`config.mk`:
```
export PLATFORM = sky130hd
export DESIGN_NAME = dll_tx_arbiter_flat
export DESIGN_NICKNAME = d
export VERILOG_FILES = /design/src/rtl/dll_pkg.sv /design/src/rtl/dll_tx_arbiter_if.sv /design/src/rtl/dll_dllp_beat_packer.sv /design/src/rtl/dll_tx_arbiter.sv /design/src/flat_wrapper.sv
export SDC_FILE = /design/constraint.sdc
export NUM_CORES = 1
export LEC_CHECK = 0
export ABC_AREA = 1
export CAP_MARGIN = 20
export CORE_AREA = 2 2 253 255
export CTS_BUF_LIST = sky130_fd_sc_hd__clkbuf_4 sky130_fd_sc_hd__clkbuf_8
export CTS_CLUSTER_DIAMETER = 100
export DETAILED_ROUTE_END_ITERATION = 7
export DIE_AREA = 0 0 255 257
export GPL_ROUTABILITY_DRIVEN = 0
export GPL_TIMING_DRIVEN = 0
export SYNTH_ARGS = -nofsm -noshare
export SYNTH_HDL_FRONTEND = slang
export SYNTH_SLANG_ARGS = --single-unit
```
`constraint.sdc`:
```
create_clock -name sclk -period 28.6 [get_ports sclk]
set_input_delay 5.72 -clock sclk [delete_from_list [all_inputs] [get_ports sclk]]
set_output_delay 5.72 -clock sclk [all_outputs]
set_load 0.01 [all_outputs]
```
`src/rtl/dll_pkg.sv`:
```
// Shared DLL transmit definitions: link-state encoding, DLLP lane layout and
// the arbiter's packet-boundary state.
package dll_pkg;

    typedef enum logic [1:0] {
        INACTIVE = 2'd0,
        INIT1    = 2'd1,
        INIT2    = 2'd2,
        ACTIVE   = 2'd3
    } dlcm_state_t;

    localparam int unsigned DLLP_WIDTH    = 64;
    localparam int unsigned ACKN_LANE_LSB = 0;
    localparam int unsigned FC_LANE_LSB   = 64;

    typedef enum logic [0:0] {
        S_IDLE = 1'b0,
        S_TLP  = 1'b1
    } arb_state_t;

endpackage

```
`src/rtl/dll_tx_arbiter_if.sv`:
```
// Bundle of the DLL transmit arbiter's request, TLP stream and PIPE signals.
// master drives the sources and the link state; slave is the arbiter side.
interface dll_tx_arbiter_if #(
    parameter int unsigned PIPE_DATA_WIDTH = 256
) ();
    import dll_pkg::*;

    logic [1:0]                 dlcm_state_i;
    logic                       ackn_req_i;
    logic [DLLP_WIDTH-1:0]      ackn_data_i;
    logic                       ackn_gnt_o;
    logic                       fc_req_i;
    logic [DLLP_WIDTH-1:0]      fc_data_i;
    logic                       fc_gnt_o;
    logic                       tlp_valid_i;
    logic                       tlp_sop_i;
    logic                       tlp_eop_i;
    logic [PIPE_DATA_WIDTH-1:0] tlp_data_i;
    logic                       tlp_ready_o;
    logic                       tlp_abort_o;
    logic [PIPE_DATA_WIDTH-1:0] pipe_data_o;
    logic                       pipe_valid_o;
    logic                       pipe_is_dllp_o;

    modport master (
        output dlcm_state_i,
        output ackn_req_i, ackn_data_i, fc_req_i, fc_data_i,
        output tlp_valid_i, tlp_sop_i, tlp_eop_i, tlp_data_i,
        input  ackn_gnt_o, fc_gnt_o, tlp_ready_o, tlp_abort_o,
        input  pipe_data_o, pipe_valid_o, pipe_is_dllp_o
    );

    modport slave (
        input  dlcm_state_i,
        input  ackn_req_i, ackn_data_i, fc_req_i, fc_data_i,
        input  tlp_valid_i, tlp_sop_i, tlp_eop_i, tlp_data_i,
        output ackn_gnt_o, fc_gnt_o, tlp_ready_o, tlp_abort_o,
        output pipe_data_o, pipe_valid_o, pipe_is_dllp_o
    );

endinterface

```
`src/rtl/dll_dllp_beat_packer.sv`:
```
// Merges the Ack/Nak and FC DLLPs into one PIPE beat; an absent lane reads 0.
module dll_dllp_beat_packer
    import dll_pkg::*;
#(
    parameter int unsigned PIPE_DATA_WIDTH = 256
) (
    input  logic                       ackn_en_i,
    input  logic [DLLP_WIDTH-1:0]      ackn_data_i,
    input  logic                       fc_en_i,
    input  logic [DLLP_WIDTH-1:0]      fc_data_i,
    output logic [PIPE_DATA_WIDTH-1:0] beat_o
);

    always_comb begin
        beat_o = '0;
        if (ackn_en_i) beat_o[ACKN_LANE_LSB +: DLLP_WIDTH] = ackn_data_i;
        if (fc_en_i)   beat_o[FC_LANE_LSB +: DLLP_WIDTH]   = fc_data_i;
    end

endmodule

```
`src/rtl/dll_tx_arbiter.sv`:
```
// DLL transmit scheduler: shares the PIPE beat path between whole TLPs and
// DLLPs, gated by the link state, with bounded DLLP latency behind TLP bursts.
module dll_tx_arbiter
    import dll_pkg::*;
#(
    parameter int unsigned PIPE_DATA_WIDTH = 256,
    parameter int unsigned MAX_TLP_BURST   = 4
) (
    input logic             sclk,
    input logic             rst,
    dll_tx_arbiter_if.slave bus
);

    localparam int unsigned BurstCntW = $clog2(MAX_TLP_BURST + 1);
    localparam logic [BurstCntW-1:0] BurstLimit = BurstCntW'(MAX_TLP_BURST);

    dlcm_state_t                link;
    arb_state_t                 state_q, state_d;
    logic [BurstCntW-1:0]       burst_cnt_q, burst_cnt_d;
    logic                       dllp_pend;
    logic                       ackn_take, fc_take, dllp_sent;
    logic                       tlp_ready, tlp_accept, tlp_abort;
    logic [PIPE_DATA_WIDTH-1:0] dllp_beat;
    logic [PIPE_DATA_WIDTH-1:0] pipe_data_d, pipe_data_q;
    logic                       pipe_valid_d, pipe_valid_q;
    logic                       pipe_is_dllp_d, pipe_is_dllp_q;

    assign link      = dlcm_state_t'(bus.dlcm_state_i);
    assign dllp_pend = bus.ackn_req_i | bus.fc_req_i;

    // Combinational outputs are forced low while reset is held.
    always_comb begin
        ackn_take  = 1'b0;
        fc_take    = 1'b0;
        tlp_ready  = 1'b0;
        tlp_abort  = 1'b0;
        tlp_accept = 1'b0;
        state_d    = state_q;
        if (!rst) begin
            if (link == ACTIVE) begin
                if (state_q == S_TLP) begin
                    tlp_ready = 1'b1;
                end else if (dllp_pend && (!bus.tlp_valid_i || burst_cnt_q >= BurstLimit)) begin
                    ackn_take = bus.ackn_req_i;
                    fc_take   = bus.fc_req_i;
                end else begin
                    tlp_ready = 1'b1;
                end
            end else begin
                fc_take = (link == INIT1 || link == INIT2) && bus.fc_req_i;
                if (state_q == S_TLP) begin
                    tlp_abort = 1'b1;
                    state_d   = S_IDLE;
                end
            end
            tlp_accept = bus.tlp_valid_i & tlp_ready;
            if (tlp_accept) state_d = bus.tlp_eop_i ? S_IDLE : S_TLP;
        end
    end

    assign dllp_sent = ackn_take | fc_take;

    dll_dllp_beat_packer #(
        .PIPE_DATA_WIDTH(PIPE_DATA_WIDTH)
    ) u_packer (
        .ackn_en_i  (ackn_take),
        .ackn_data_i(bus.ackn_data_i),
        .fc_en_i    (fc_take),
        .fc_data_i  (bus.fc_data_i),
        .beat_o     (dllp_beat)
    );

    // burst_cnt counts TLPs that overtook a still-pending DLLP.
    always_comb begin
        burst_cnt_d = burst_cnt_q;
        if (!dllp_pend || dllp_sent) begin
            burst_cnt_d = '0;
        end else if (tlp_accept && bus.tlp_eop_i && burst_cnt_q != '1) begin
            burst_cnt_d = burst_cnt_q + 1'b1;
        end
    end

    always_comb begin
        pipe_data_d    = '0;
        pipe_valid_d   = 1'b0;
        pipe_is_dllp_d = 1'b0;
        if (dllp_sent) begin
            pipe_data_d    = dllp_beat;
            pipe_valid_d   = 1'b1;
            pipe_is_dllp_d = 1'b1;
        end else if (tlp_accept) begin
            pipe_data_d  = bus.tlp_data_i;
            pipe_valid_d = 1'b1;
        end
    end

    always_ff @(posedge sclk or posedge rst) begin
        if (rst) begin
            state_q        <= S_IDLE;
            burst_cnt_q    <= '0;
            pipe_data_q    <= '0;
            pipe_valid_q   <= 1'b0;
            pipe_is_dllp_q <= 1'b0;
        end else begin
            state_q        <= state_d;
            burst_cnt_q    <= burst_cnt_d;
            pipe_data_q    <= pipe_data_d;
            pipe_valid_q   <= pipe_valid_d;
            pipe_is_dllp_q <= pipe_is_dllp_d;
        end
    end

    assign bus.ackn_gnt_o     = ackn_take;
    assign bus.fc_gnt_o       = fc_take;
    assign bus.tlp_ready_o    = tlp_ready;
    assign bus.tlp_abort_o    = tlp_abort;
    assign bus.pipe_data_o    = pipe_data_q;
    assign bus.pipe_valid_o   = pipe_valid_q;
    assign bus.pipe_is_dllp_o = pipe_is_dllp_q;

    // An accepted beat opens a TLP exactly when the arbiter sits at a boundary.
    sop_at_boundary: assert property (@(posedge sclk) disable iff (rst)
        tlp_accept |-> (bus.tlp_sop_i == (state_q == S_IDLE)));

endmodule

```
`src/flat_wrapper.sv`:
```
// flat-port wrapper written by rule: the top's interface ports become plain ports
module dll_tx_arbiter_flat import dll_pkg::*;
#(
    parameter int unsigned PIPE_DATA_WIDTH = 256,
    parameter int unsigned MAX_TLP_BURST   = 4
)
  (sclk, rst, bus_dlcm_state_i, bus_ackn_req_i, bus_ackn_data_i, bus_fc_req_i, bus_fc_data_i, bus_tlp_valid_i, bus_tlp_sop_i, bus_tlp_eop_i, bus_tlp_data_i, bus_ackn_gnt_o, bus_fc_gnt_o, bus_tlp_ready_o, bus_tlp_abort_o, bus_pipe_data_o, bus_pipe_valid_o, bus_pipe_is_dllp_o);
  dll_tx_arbiter_if #(.PIPE_DATA_WIDTH(PIPE_DATA_WIDTH)) bus_i ();
  input logic sclk;
  input logic rst;
  input wire logic [$bits(bus_i.dlcm_state_i)-1:0] bus_dlcm_state_i;
  input wire logic [$bits(bus_i.ackn_req_i)-1:0] bus_ackn_req_i;
  input wire logic [$bits(bus_i.ackn_data_i)-1:0] bus_ackn_data_i;
  input wire logic [$bits(bus_i.fc_req_i)-1:0] bus_fc_req_i;
  input wire logic [$bits(bus_i.fc_data_i)-1:0] bus_fc_data_i;
  input wire logic [$bits(bus_i.tlp_valid_i)-1:0] bus_tlp_valid_i;
  input wire logic [$bits(bus_i.tlp_sop_i)-1:0] bus_tlp_sop_i;
  input wire logic [$bits(bus_i.tlp_eop_i)-1:0] bus_tlp_eop_i;
  input wire logic [$bits(bus_i.tlp_data_i)-1:0] bus_tlp_data_i;
  output wire logic [$bits(bus_i.ackn_gnt_o)-1:0] bus_ackn_gnt_o;
  output wire logic [$bits(bus_i.fc_gnt_o)-1:0] bus_fc_gnt_o;
  output wire logic [$bits(bus_i.tlp_ready_o)-1:0] bus_tlp_ready_o;
  output wire logic [$bits(bus_i.tlp_abort_o)-1:0] bus_tlp_abort_o;
  output wire logic [$bits(bus_i.pipe_data_o)-1:0] bus_pipe_data_o;
  output wire logic [$bits(bus_i.pipe_valid_o)-1:0] bus_pipe_valid_o;
  output wire logic [$bits(bus_i.pipe_is_dllp_o)-1:0] bus_pipe_is_dllp_o;
  assign bus_i.dlcm_state_i = bus_dlcm_state_i;
  assign bus_i.ackn_req_i = bus_ackn_req_i;
  assign bus_i.ackn_data_i = bus_ackn_data_i;
  assign bus_i.fc_req_i = bus_fc_req_i;
  assign bus_i.fc_data_i = bus_fc_data_i;
  assign bus_i.tlp_valid_i = bus_tlp_valid_i;
  assign bus_i.tlp_sop_i = bus_tlp_sop_i;
  assign bus_i.tlp_eop_i = bus_tlp_eop_i;
  assign bus_i.tlp_data_i = bus_tlp_data_i;
  assign bus_ackn_gnt_o = bus_i.ackn_gnt_o;
  assign bus_fc_gnt_o = bus_i.fc_gnt_o;
  assign bus_tlp_ready_o = bus_i.tlp_ready_o;
  assign bus_tlp_abort_o = bus_i.tlp_abort_o;
  assign bus_pipe_data_o = bus_i.pipe_data_o;
  assign bus_pipe_valid_o = bus_i.pipe_valid_o;
  assign bus_pipe_is_dllp_o = bus_i.pipe_is_dllp_o;
  dll_tx_arbiter #(.PIPE_DATA_WIDTH(PIPE_DATA_WIDTH), .MAX_TLP_BURST(MAX_TLP_BURST)) u_core (.sclk(sclk), .rst(rst), .bus(bus_i));
endmodule
```
==> results.cfg, run 1 <==
[power]
total_power_uw = 892
p_per_area_mw_per_mm2 = 48.9
cellLeakagePower_nw = 9.03
vdd_ir_drop_max_mv = 0.0215

[global_route]
first_global_vias = 9604
grt.overflow.total = 0
antenna_found_initial = 5
grt_pass1_wl_um = 56300
grt.total_usage_pct = 11.5
grt_max_degree = 119

[routing]
met3_length_um = 4010
drt-met1-wl_um = 14000
highest_layer = met5
via_per_inst = 3.44
routed_wl_um = 38800
avgRoutedWirePerCell_um = 15.0
vias = 8892
detail_route.first_pass.iterations = 4
first_iter_violations = 271
ant_nets = 0
wl_met2_um = 18900
drc = 0

[setup_path]
r2r_slack_ps = 26750
critPathBufInv = 6
r2r_start = u_core.burst_cnt_q[2]$_DFFE_PP0P_
crit_fanout = 118
crit_path_start_kind = input port
worst_path_max_delay_cell = clkdlybuf4s50_1
path_class = input port to output pin
regToRegEndpoint = u_core.bus.pipe_data_o[189]$_DFF_PP0_
rr_worst_depth = 7
crit_path_max_incr_delay_ps = 620
critPathTopFamily = buffers and inverters
cp_cell_sequence = clkdlybuf4s50_1 -> inv_8 -> buf_16 -> nand2_1 -> nor2_1 -> nand2_1 -> inv_1 -> buf_2 -> clkdlybuf4s50_1
crit_arrival_ps = 8450
cp_data_required_time_ps = 22880
end_kind = output pin

[clock_tree]
ctsHtreeMaxLevel = 2
cts_tree = done
postCtsSetupBuffers = 0
cts-buffers-inserted = 48
cts_hold_buf = 0
cts_resized = 0
cts_root_buffer = clkbuf_8
clock_latency_ps = 600
path_clk_slew_ps = 60
cts_sinks = 262
cts_buffer_depth = 3

[floorplanning]
fp-row-count = 92
placeableCoreArea_mm2 = 0.0627
dieWidth_um = 255
die_h_um = 257
io_pins = 655
dieArea_mm2 = 0.0655
start_util_pct = 15.1

[timing]
setup_tns_ps = 0
final-setup-viol-count = 0
fmax_ghz = 0.0706
hold_viol_final = 0
slew_headroom_pct = 52.8
fin_crit_sh_pct = 49.5
clock_skew_ps = 15.5
fin_crit_ps = 14170
rsz0062_at_grt = false
maxSlewViolCount = 0
tightestPinTransition_ps = 709

[worst_hold_path]
worstHoldStart = u_core.burst_cnt_q[1]$_DFFE_PP0P_
hold_class = flop to flop
worstHoldEndpoint = u_core.burst_cnt_q[1]$_DFFE_PP0P_
min_path_cells = 2

[flow_run]
cap_violations = 0

[synthesis]
synth_area_per_cell_um2 = 9.54
syn_nets = 1391
ys_ff_latch = 262
synth.distinct_cells = 17
synth_warnings = 0
synth_cells = 995
syn_area_mm2 = 0.00949
ys_seq_area_share_pct = 69.1

[outcome]
status = completed

[finish]
syn2layout_area_growth_pct = 92.3
multi_input_area_mm2 = 0.00212
mostFrequentLayoutCells = clkdlybuf4s50_1, nand2_1, dfrtp_1, inv_1, nor2_1
drive_above_1_share_pct = 7.43
fillCellCount = 6556
regArea_mm2 = 0.00656
layout.nets = 2096
mostFrequentLayoutCell = clkdlybuf4s50_1
fin_util_pct = 29.1

[placement]
hpwlAfterDp_um = 31400
portBuffers = 653
## logic make-up (layout without fill, tap and decap cells)
family	Yosys count	in the layout	synth area share, %
buf+inv	183	924	8.54
fa+ha+maj	3	3	0.396
simple gates	545	545	21.9
flops	262	262	69.1
other cells	0	3	0
compound gates	2	2	0.105
## registers in the layout, summed over array words and instances, names as in the netlist
name	cells
u_core.state_q	1
u_core.bus.pipe_is_dllp_o	1
u_core.bus.pipe_data_o	256
u_core.bus.pipe_valid_o	1
u_core.burst_cnt_q	3
## cells in the mapped netlist
master | number | share of area, %
nand2_1 | 395 | 16
dfrtp_1 | 262 | 69
inv_1 | 141 | 5.6
nor2_1 | 140 | 5.5
buf_2 | 21 | 1.1
buf_6 | 10 | 1.2
buf_4 | 6 | 0.47
buf_1 | 4 | 0.16
nand3_1 | 4 | 0.21
ha_1 | 3 | 0.40
nand3_2 | 2 | 0.21
nor3_1 | 2 | 0.11
a21oi_1 | 1 | 0.053
clkbuf_1 | 1 | 0.040
nand4_1 | 1 | 0.066
nor2_4 | 1 | 0.12
o21ai_0 | 1 | 0.053
## area by class of cell
type,count,area share (%)
Clock inverter,15,0.878
Tap cell,846,5.80
Buffer,42,1.54
Clock buffer,71,5.11
Inverter,141,2.94
Sequential cell,262,35.9
Multi-Input combinational cell,550,11.6
Timing Repair Buffer,655,36.1
Antenna cell,3,0.0411
## stage by stage
step | std cells | instance area, µm² | setup WS [ps] | hold slack (ps)
after global routing | 2583 | 18200 | 14140 | 565
after detailed placement | 2496 | 17100 | 14290 | 514
after global placement | 2494 | 17100 | 7470 | 503
after CTS | 2582 | 18200 | 14280 | 528
after floorplan | 995 | 9490 | 11070 | 485
final | 2585 | 18200 | 14430 | 520
## layer usage
| metal | track usage (%) | up-vias |
|---|---|---|
| met5 | 0 | - |
| met1 | 12.1 | 4067 |
| met3 | 4.22 | 91 |
| met2 | 19.9 | 456 |
| li1 | - | 4276 |
| met4 | 5.72 | 2 |
## how the worst max path moves through the flow
| stage | start | end | depth (start not counted) |
|---|---|---|---|
| after global routing | rst | bus_ackn_gnt_o | 9 |
| after floorplan | rst | bus_ackn_gnt_o | 6 |
| after detailed placement | rst | bus_ackn_gnt_o | 9 |
| final | rst | bus_ackn_gnt_o | 9 |
| after global placement | rst | bus_ackn_gnt_o | 8 |
| after CTS | rst | bus_ackn_gnt_o | 9 |
## worst reg2reg max path, stage by stage (launching register included)
cell and delay [ps]:
dfrtp_1 400, inv_1 60, nand2_1 50, nand3_2 110, nand4_1 330, buf_2 370
buf_2 230, nor2_1 210
## power by group
| part | switching, mW | internal, mW | total (mW) |
|---|---|---|---|
| sequential | 0.00264 | 0.380 | 0.382 |
| clock | 0.164 | 0.237 | 0.401 |
| combinational | 0.0408 | 0.0685 | 0.109 |
No activity file was read; power rests on OpenSTA's default activity.
==> run 2, diff against run 1 <==
==> constraint.sdc (replaced) <==
create_clock -name sclk -period 12.9 [get_ports sclk]
set_input_delay 2.58 -clock sclk [delete_from_list [all_inputs] [get_ports sclk]]
set_output_delay 2.58 -clock sclk [all_outputs]
set_load 0.01 [all_outputs]
==> results of run 2 <==
The final DEF is identical to that of run 1. Status: completed.
Among the figures that moved: setup slack after placement 14290 ps -> 4870 ps; setup slack after layout 14430 ps -> 5010 ps; register-to-register setup slack 26750 ps -> 11050 ps; total power 0.892 mW -> 1.98 mW; worst IR drop on VDD 0.0215 mV -> 0.0478 mV
